<file path="config.mk">
export PLATFORM = sky130hd
export DESIGN_NAME = inside_range_matcher_flat
export DESIGN_NICKNAME = d
export VERILOG_FILES = /design/src/rtl/inside_range_matcher_if.sv /design/src/rtl/inside_range_matcher.sv /design/src/flat_wrapper.sv
export SDC_FILE = /design/constraint.sdc
export NUM_CORES = 1
export LEC_CHECK = 0
export CAP_MARGIN = 15
export CORE_UTILIZATION = 34
export CTS_CLUSTER_SIZE = 20
export DETAILED_ROUTE_END_ITERATION = 12
export DONT_BUFFER_PORTS = 1
export PLACE_DENSITY = 0.53
export SLEW_MARGIN = 30
export SYNTH_ARGS = -nofsm -noshare
export SYNTH_HDL_FRONTEND = slang
export SYNTH_SLANG_ARGS = --single-unit
</file>
<file path="constraint.sdc">
create_clock -name clk -period 3.8 [get_ports clk]
set_clock_uncertainty 0.05 [all_clocks]
set_input_delay 0.76 -clock clk [delete_from_list [all_inputs] [get_ports clk]]
set_output_delay 0.76 -clock clk [all_outputs]
set_load 0.005 [all_outputs]
</file>
<file path="src/rtl/inside_range_matcher_if.sv">
// Load, query and result handshake bundle for inside_range_matcher.
// The master side drives table loads and queries; the slave side is the matcher.
interface inside_range_matcher_if #(
    parameter int WIDTH   = 4,
    parameter int ENTRIES = 4
);
    localparam int IW = (ENTRIES > 1) ? $clog2(ENTRIES) : 1;

    logic             ld_valid;
    logic             ld_ready;
    logic [IW-1:0]    ld_idx;
    logic             ld_kind;
    logic             ld_signed;
    logic [WIDTH-1:0] ld_lo;
    logic [WIDTH-1:0] ld_hi;
    logic [WIDTH-1:0] ld_mask;
    logic             clr;
    logic             q_valid;
    logic             q_ready;
    logic [WIDTH-1:0] q_data;
    logic             q_signed;
    logic             r_valid;
    logic             r_ready;
    logic             r_match;
    logic [IW-1:0]    r_index;

    modport master (
        output ld_valid, ld_idx, ld_kind, ld_signed, ld_lo, ld_hi, ld_mask, clr,
        output q_valid, q_data, q_signed, r_ready,
        input  ld_ready, q_ready, r_valid, r_match, r_index
    );

    modport slave (
        input  ld_valid, ld_idx, ld_kind, ld_signed, ld_lo, ld_hi, ld_mask, clr,
        input  q_valid, q_data, q_signed, r_ready,
        output ld_ready, q_ready, r_valid, r_match, r_index
    );
endinterface

</file>
<file path="src/rtl/inside_range_matcher.sv">
// Sequential value/range membership table: scans one entry per cycle, reports lowest hit.
// Optional INSIDE_MATCHER_WILDCARD_EN adds per-entry don't-care masks for value entries.
module inside_range_matcher #(
    parameter int WIDTH   = 4,
    parameter int ENTRIES = 4
) (
    input logic clk,
    input logic rst_n,
    inside_range_matcher_if.slave bus
);
    localparam int IW = (ENTRIES > 1) ? $clog2(ENTRIES) : 1;

    typedef enum logic [1:0] {IDLE, SCAN, DONE} state_t;
    state_t state, state_next;

    logic [ENTRIES-1:0] ent_valid;
    logic [ENTRIES-1:0] ent_kind;
    logic [ENTRIES-1:0] ent_signed;
    logic [WIDTH-1:0]   ent_lo [ENTRIES];
    logic [WIDTH-1:0]   ent_hi [ENTRIES];
`ifdef INSIDE_MATCHER_WILDCARD_EN
    logic [WIDTH-1:0]   ent_mask [ENTRIES];
`else
    logic               unused_mask;
    assign unused_mask = ^bus.ld_mask;
`endif

    logic [WIDTH-1:0] q_data_r;
    logic             q_signed_r;
    logic [IW-1:0]    scan_idx;
    logic             found;
    logic [IW-1:0]    found_idx;

    logic             accept;
    logic             wr_en;
    logic             idx_ok;
    logic             use_signed;
    logic             lo_ok;
    logic             hi_ok;
    logic             eq;
    logic             hit;
    logic [WIDTH-1:0] lo_v;
    logic [WIDTH-1:0] hi_v;

    assign wr_en  = (state == IDLE);
    assign accept = wr_en & bus.q_valid;
    assign idx_ok = ({1'b0, bus.ld_idx} < (IW+1)'(ENTRIES));

    // clr then load in one block: the later NBA to the loaded bit wins, so it stays valid
    always_ff @(posedge clk) begin
        if (!rst_n) begin
            ent_valid <= '0;
        end else if (wr_en) begin
            if (bus.clr) ent_valid <= '0;
            if (bus.ld_valid && idx_ok) ent_valid[bus.ld_idx] <= 1'b1;
        end
    end

    always_ff @(posedge clk) begin
        if (wr_en && bus.ld_valid && idx_ok) begin
            ent_kind[bus.ld_idx]   <= bus.ld_kind;
            ent_signed[bus.ld_idx] <= bus.ld_signed;
            ent_lo[bus.ld_idx]     <= bus.ld_lo;
            ent_hi[bus.ld_idx]     <= bus.ld_hi;
`ifdef INSIDE_MATCHER_WILDCARD_EN
            ent_mask[bus.ld_idx]   <= bus.ld_mask;
`endif
        end
    end

    always_comb begin
        lo_v       = ent_lo[scan_idx];
        hi_v       = ent_hi[scan_idx];
        use_signed = q_signed_r & ent_signed[scan_idx];
        if (use_signed) begin
            lo_ok = $signed(lo_v) <= $signed(q_data_r);
            hi_ok = $signed(q_data_r) <= $signed(hi_v);
        end else begin
            lo_ok = lo_v <= q_data_r;
            hi_ok = q_data_r <= hi_v;
        end
`ifdef INSIDE_MATCHER_WILDCARD_EN
        eq = ((q_data_r ^ lo_v) & ~ent_mask[scan_idx]) == '0;
`else
        eq = (q_data_r == lo_v);
`endif
        hit = ent_valid[scan_idx] & (ent_kind[scan_idx] ? (lo_ok & hi_ok) : eq);
    end

    always_ff @(posedge clk) begin
        if (!rst_n) begin
            q_data_r   <= '0;
            q_signed_r <= 1'b0;
            scan_idx   <= '0;
            found      <= 1'b0;
            found_idx  <= '0;
        end else if (accept) begin
            q_data_r   <= bus.q_data;
            q_signed_r <= bus.q_signed;
            scan_idx   <= '0;
            found      <= 1'b0;
            found_idx  <= '0;
        end else if (state == SCAN) begin
            scan_idx <= scan_idx + 1'b1;
            if (hit && !found) begin
                found     <= 1'b1;
                found_idx <= scan_idx;
            end
        end
    end

    always_ff @(posedge clk) begin
        if (!rst_n) state <= IDLE;
        else        state <= state_next;
    end

    always_comb begin
        state_next   = state;
        bus.ld_ready = 1'b0;
        bus.q_ready  = 1'b0;
        bus.r_valid  = 1'b0;
        bus.r_match  = 1'b0;
        bus.r_index  = '0;
        case (state)
            IDLE: begin
                bus.ld_ready = 1'b1;
                bus.q_ready  = 1'b1;
                if (bus.q_valid) state_next = SCAN;
            end
            SCAN: begin
                if (scan_idx == IW'(ENTRIES - 1)) state_next = DONE;
            end
            DONE: begin
                bus.r_valid = 1'b1;
                bus.r_match = found;
                bus.r_index = found_idx;
                if (bus.r_ready) state_next = IDLE;
            end
            default: state_next = IDLE;
        endcase
    end
endmodule
</file>
<file path="src/flat_wrapper.sv">
// flat-port wrapper written by rule: the top's interface ports become plain ports
module inside_range_matcher_flat 
#(
    parameter int WIDTH   = 4,
    parameter int ENTRIES = 4
)
  (clk, rst_n, bus_ld_valid, bus_ld_idx, bus_ld_kind, bus_ld_signed, bus_ld_lo, bus_ld_hi, bus_ld_mask, bus_clr, bus_q_valid, bus_q_data, bus_q_signed, bus_r_ready, bus_ld_ready, bus_q_ready, bus_r_valid, bus_r_match, bus_r_index);
  inside_range_matcher_if #(.WIDTH(WIDTH), .ENTRIES(ENTRIES)) bus_i ();
  input logic clk;
  input logic rst_n;
  input wire logic [$bits(bus_i.ld_valid)-1:0] bus_ld_valid;
  input wire logic [$bits(bus_i.ld_idx)-1:0] bus_ld_idx;
  input wire logic [$bits(bus_i.ld_kind)-1:0] bus_ld_kind;
  input wire logic [$bits(bus_i.ld_signed)-1:0] bus_ld_signed;
  input wire logic [$bits(bus_i.ld_lo)-1:0] bus_ld_lo;
  input wire logic [$bits(bus_i.ld_hi)-1:0] bus_ld_hi;
  input wire logic [$bits(bus_i.ld_mask)-1:0] bus_ld_mask;
  input wire logic [$bits(bus_i.clr)-1:0] bus_clr;
  input wire logic [$bits(bus_i.q_valid)-1:0] bus_q_valid;
  input wire logic [$bits(bus_i.q_data)-1:0] bus_q_data;
  input wire logic [$bits(bus_i.q_signed)-1:0] bus_q_signed;
  input wire logic [$bits(bus_i.r_ready)-1:0] bus_r_ready;
  output wire logic [$bits(bus_i.ld_ready)-1:0] bus_ld_ready;
  output wire logic [$bits(bus_i.q_ready)-1:0] bus_q_ready;
  output wire logic [$bits(bus_i.r_valid)-1:0] bus_r_valid;
  output wire logic [$bits(bus_i.r_match)-1:0] bus_r_match;
  output wire logic [$bits(bus_i.r_index)-1:0] bus_r_index;
  assign bus_i.ld_valid = bus_ld_valid;
  assign bus_i.ld_idx = bus_ld_idx;
  assign bus_i.ld_kind = bus_ld_kind;
  assign bus_i.ld_signed = bus_ld_signed;
  assign bus_i.ld_lo = bus_ld_lo;
  assign bus_i.ld_hi = bus_ld_hi;
  assign bus_i.ld_mask = bus_ld_mask;
  assign bus_i.clr = bus_clr;
  assign bus_i.q_valid = bus_q_valid;
  assign bus_i.q_data = bus_q_data;
  assign bus_i.q_signed = bus_q_signed;
  assign bus_i.r_ready = bus_r_ready;
  assign bus_ld_ready = bus_i.ld_ready;
  assign bus_q_ready = bus_i.q_ready;
  assign bus_r_valid = bus_i.r_valid;
  assign bus_r_match = bus_i.r_match;
  assign bus_r_index = bus_i.r_index;
  inside_range_matcher #(.WIDTH(WIDTH), .ENTRIES(ENTRIES)) u_core (.clk(clk), .rst_n(rst_n), .bus(bus_i));
endmodule
</file>
# After elaboration in Yosys (flattened, before gate mapping)
# Memory sizes are Yosys's and may differ from the RTL's. A register that Yosys moved wholly into a read port is not among the register bits.
# Index checks and enable logic that the tools add are counted.
# word_totals
rom_bits	0
inputBits	27
ramBits	32
latch_bits	0
output_inout_bits	6
register_bits	24
elab_cells	71
n_memories	2
# classes
n_bitwise	6
n_lt_le_gt_ge	7
n_addsub	1
n_mux	31
n_eq_ne	7
div_mod_pow	0
n_reduce_logical	8
n_mul	0
shifts	0
# memory_table
name	depth	word_bits	rd	rd_clocked_by_memory_dff	wr	line	rtl
u_core.ent_hi	4	4	1	1	1	inside_range_matcher.sv:20	logic [WIDTH-1:0] ent_hi [ENTRIES];
u_core.ent_lo	4	4	1	1	1	inside_range_matcher.sv:19	logic [WIDTH-1:0] ent_lo [ENTRIES];
# op_table
operator	n
$le A4 B4 Y1	4
$mux W2	8
$mux W4	4
$mux W1	12
$bwmux W4	2
$bmux W1 S2	3
$lt A2 B3 Y1 const B	2
$ne A2 B2 Y1 const B	3
$pmux W2 S3	1
$and A1 B1 Y1	4
$eq A2 B2 Y1 const B	2
$eq A4 B4 Y1	1
$or A4 B4 Y4	1
$logic_and A1 B1 Y1	3
$reduce_and A3 Y1	1
$add A2 B1 Y2 const B	1
$demux W1 S2	1
$eq A2 B1 Y1 const B	1
$ge A2 B1 Y1 const B	1
$logic_not A2 Y1	1
$reduce_and A2 Y1	1
$reduce_or A2 Y1	1
$logic_not A1 Y1	1
$not A1 Y1	1

# Depth between registers and ports, before layout
# depth
ltp_word	9
mapped_depth	10
ltp_nobuf	9

# Least setup slack after synthesis
# No wires, ideal clock.
# synth_path
path_kind	flip-flop to flip-flop
start	register with a tool-made name
end	register u_core.found_idx[0]
path_buffers	1
period_less_slack_ns	2.272
setup_slack_ns	1.528
required_ns	3.680
path_stages_with_launch	11
arrival_ns	2.152
setup_time_ns	0.070
cell_sequence	dfxtp_1 > buf_2 > mux4_2 > inv_1 > ha_1 > nor2b_1 > o21ai_0 > nand3_1 > a41oi_1 > nand3_1 > a21oi_1
# synth_lines
element	line	rtl
end signal: assignment	inside_range_matcher.sv:107	found_idx <= scan_idx;
end: declaration	inside_range_matcher.sv:32	logic [IW-1:0] found_idx;

==> results.cfg <==
[power_and_ir_drop]
power.density_nw_per_um2 = 479
p_leak_uw = 0.000967
peakVddDrop_mv = 0.232

[synthesis]
synth_warnings = 0
syn_nets = 206
ys_seq_area_share_pct = 62.8
avgSynthCellArea_um2 = 14.6
mappedNetlistArea_um2 = 2490
ys_ff_latch = 58
synth_cell_types = 35
synth_cells = 170

[cells_and_area]
final_nets = 214
antenna_cells = 0
fill_cells = 650
drive_above_1_share_pct = 15.3
most-common-layout-cells = edfxtp_1, dfxtp_1, nor2b_1
synthToLayoutAreaGrowth_pct = 11.3
layout_commonest_cell = edfxtp_1

[hold_path]
hold_depth = 2
hold_end = u_core.found_idx[0]
min-delay-path-class = register to register
hold_path.startpoint = u_core.found_idx[0]

[setup_path]
start_kind = register
critPathArrivalTime_ns = 2.90
r2r-end = u_core.found_idx[0]
worst_r2r_path_depth = 9
worstSetupPathType = register to register
path_max_fanout = 8
cp-end-kind = register
required_ns = 4.01
reg2reg_slack_ns = 1.11

[detailed_routing]
routed_wl_um = 4430
antenna_left = 0
dr.first_iter.drc_count = 89
drc = 0
first_pass_iters = 4
route.vias.total = 1367
avgViaCountPerCell = 4.90
avgRoutedWirePerCell_um = 15.9

[floorplanning]
die_w_um = 87.5
io_pins = 33
start_util_pct = 35.8
chipHeight_um = 87.5
dieArea_um2 = 7660
core_area_um2 = 6940
rows = 30

[clock_tree]
htreeDepth = 3
cts_tree = done
insertion_delay_ns = 0.32
cts-root-buf = clkbuf_8
cts.sink_count = 58
cts_buffers = 9
postCtsHoldBufs = 0
cts.path.max_buffers = 2
cts.repair.resized = 0
cts_setup_buffers = 0
clk_pin_slew_ns = 0.06

[timing]
finalHoldViolCount = 0
max_freq_ghz = 0.372
rsz0062_at_grt = false
min_period_ns = 2.69
hold_ws_ns = 0.437
slew_headroom_pct = 60.3
tightest_slew_ns = 0.595
setup_violations = 0
drv_slew = 0
period_share_pct = 70.7
final.setup.tns_ns = 0

[placed_design]
io_buffers = 0
gp_congestion = 0.725
dp_hpwl_um = 3140

[global_routing]
grt_pass1_vias = 1408
grt_max_degree = 16
globalRouteOverflowTotal = 0
grt_usage_pct = 13.4
grt_pass1_wl_um = 7040
antenna_found_initial = 0

[job]
cap_viol_max_count = 0

[outcome]
status = completed
[layout make-up]
cell class | instances | area [um2] | area share, %
tap | 96 | 120 | 4.34
timing repair buffer | 3 | 22.5 | 0.814
multi-input combinational | 95 | 845 | 30.5
clock buffer | 12 | 135 | 4.88
inverter | 11 | 41.3 | 1.49
sequential | 58 | 1560 | 56.4
clock inverter | 4 | 42.5 | 1.54
[synthesized netlist by cell type]
master | instances | area, um2
edfxtp_1 | 40 | 1200
dfxtp_1 | 18 | 360
nor2b_1 | 15 | 93.8
inv_1 | 10 | 37.5
mux4_2 | 10 | 225
ha_1 | 9 | 113
mux2i_1 | 9 | 90.1
a21oi_1 | 7 | 35.0
nand2_1 | 7 | 26.3
nor2_1 | 7 | 26.3
and2_1 | 3 | 18.8
nand3_1 | 3 | 15.0
nor3b_1 | 3 | 22.5
o21ai_0 | 3 | 15.0
buf_4 | 2 | 15.0
clkbuf_1 | 2 | 7.51
nand4_1 | 2 | 12.5
o211a_1 | 2 | 20.0
o21ai_1 | 2 | 10.0
a21boi_0 | 1 | 7.51
a22oi_1 | 1 | 7.51
a41o_1 | 1 | 10.0
a41oi_1 | 1 | 8.76
and4_1 | 1 | 8.76
buf_2 | 1 | 5.00
buf_6 | 1 | 11.3
inv_2 | 1 | 3.75
nand2b_1 | 1 | 6.26
nand3b_1 | 1 | 7.51
nand4_2 | 1 | 12.5
nor3_1 | 1 | 5.00
o22ai_2 | 1 | 12.5
o311a_1 | 1 | 10.0
o311ai_2 | 1 | 16.3
xor2_1 | 1 | 8.76
[report_power, final]
| part | leakage (uW) | total (uW) | internal, uW | switching (uW) |
|---|---|---|---|---|
| Combinational | 0.000366 | 96.5 | 47.9 | 48.6 |
| Clock | 0.0000894 | 516 | 298 | 218 |
| Sequential | 0.000512 | 714 | 696 | 17.5 |
[how the worst max path moves through the flow]
| stage | startpoint | end | slack [ns] | depth (start not counted) |
|---|---|---|---|---|
| floorplan | register | u_core.found_idx[0] | 1.53 | 10 |
| global placement | register | u_core.found_idx[0] | 1.08 | 9 |
| detailed placement | register | u_core.found_idx[0] | 1.07 | 9 |
| CTS | register | u_core.found_idx[0] | 1.05 | 9 |
| global route | register | u_core.found_idx[0] | 0.79 | 9 |
| finish | register | u_core.found_idx[0] | 1.11 | 9 |
[critical path: stages (launching register included)]
cell     delay, ns
dfxtp_1       0.70
mux4_2        0.58
inv_1         0.08
ha_1          0.23
nor2b_1       0.13
o21ai_0       0.13
nand3_1       0.11
a41oi_1       0.35
nand3_1       0.12
a21oi_1       0.14
[stage by stage]
step           total power [uW]  cell area (um2)  util [%]  worst slack (ns)  instances
6_report                   1330             2770      39.9              1.11        279
5_1_grt                    1380             2770      39.9             0.792        279
4_1_cts                    1340             2770      39.9              1.05        279
3_5_place_dp                826             2590      37.3              1.07        263
3_3_place_gp                822             2590      37.3              1.08        263
2_1_floorplan               805             2490         -              1.53        170
[per-layer routing]
metal / GRT usage, % / vias up / part of all wire [%]
met5: 0 / - / 0
met4: 7.30 / 0 / 2.4
met1: 15.0 / 673 / 42
li1: - / 657 / -
met3: 5.31 / 11 / 4.9
met2: 22.0 / 26 / 50
[kinds of logic (layout without fill, tap and decap cells)]
| logic type | after synthesis | in the layout | synth area share (%) |
|---|---|---|---|
| compound gates | 21 | 21 | 6.14 |
| xor+xnor | 1 | 1 | 0.352 |
| fa+ha+maj | 9 | 9 | 4.53 |
| buf+inv | 17 | 30 | 3.22 |
| flops | 58 | 58 | 62.8 |
| mux | 19 | 19 | 12.7 |
| simple gates | 45 | 45 | 10.3 |
[state kept, by name, indices dropped and copies added (netlist names), named ones only]
| name | count |
|---|---|
| u_core.ent_hi | 16 |
| u_core.ent_kind | 4 |
| u_core.ent_lo | 16 |
| u_core.ent_signed | 4 |
| u_core.ent_valid | 4 |
| u_core.found | 1 |
| u_core.found_idx | 2 |
| u_core.q_data_r | 4 |
| u_core.q_signed_r | 1 |
| u_core.scan_idx | 2 |
| u_core.state | 2 |
No activity file was read; power rests on OpenSTA's default activity.
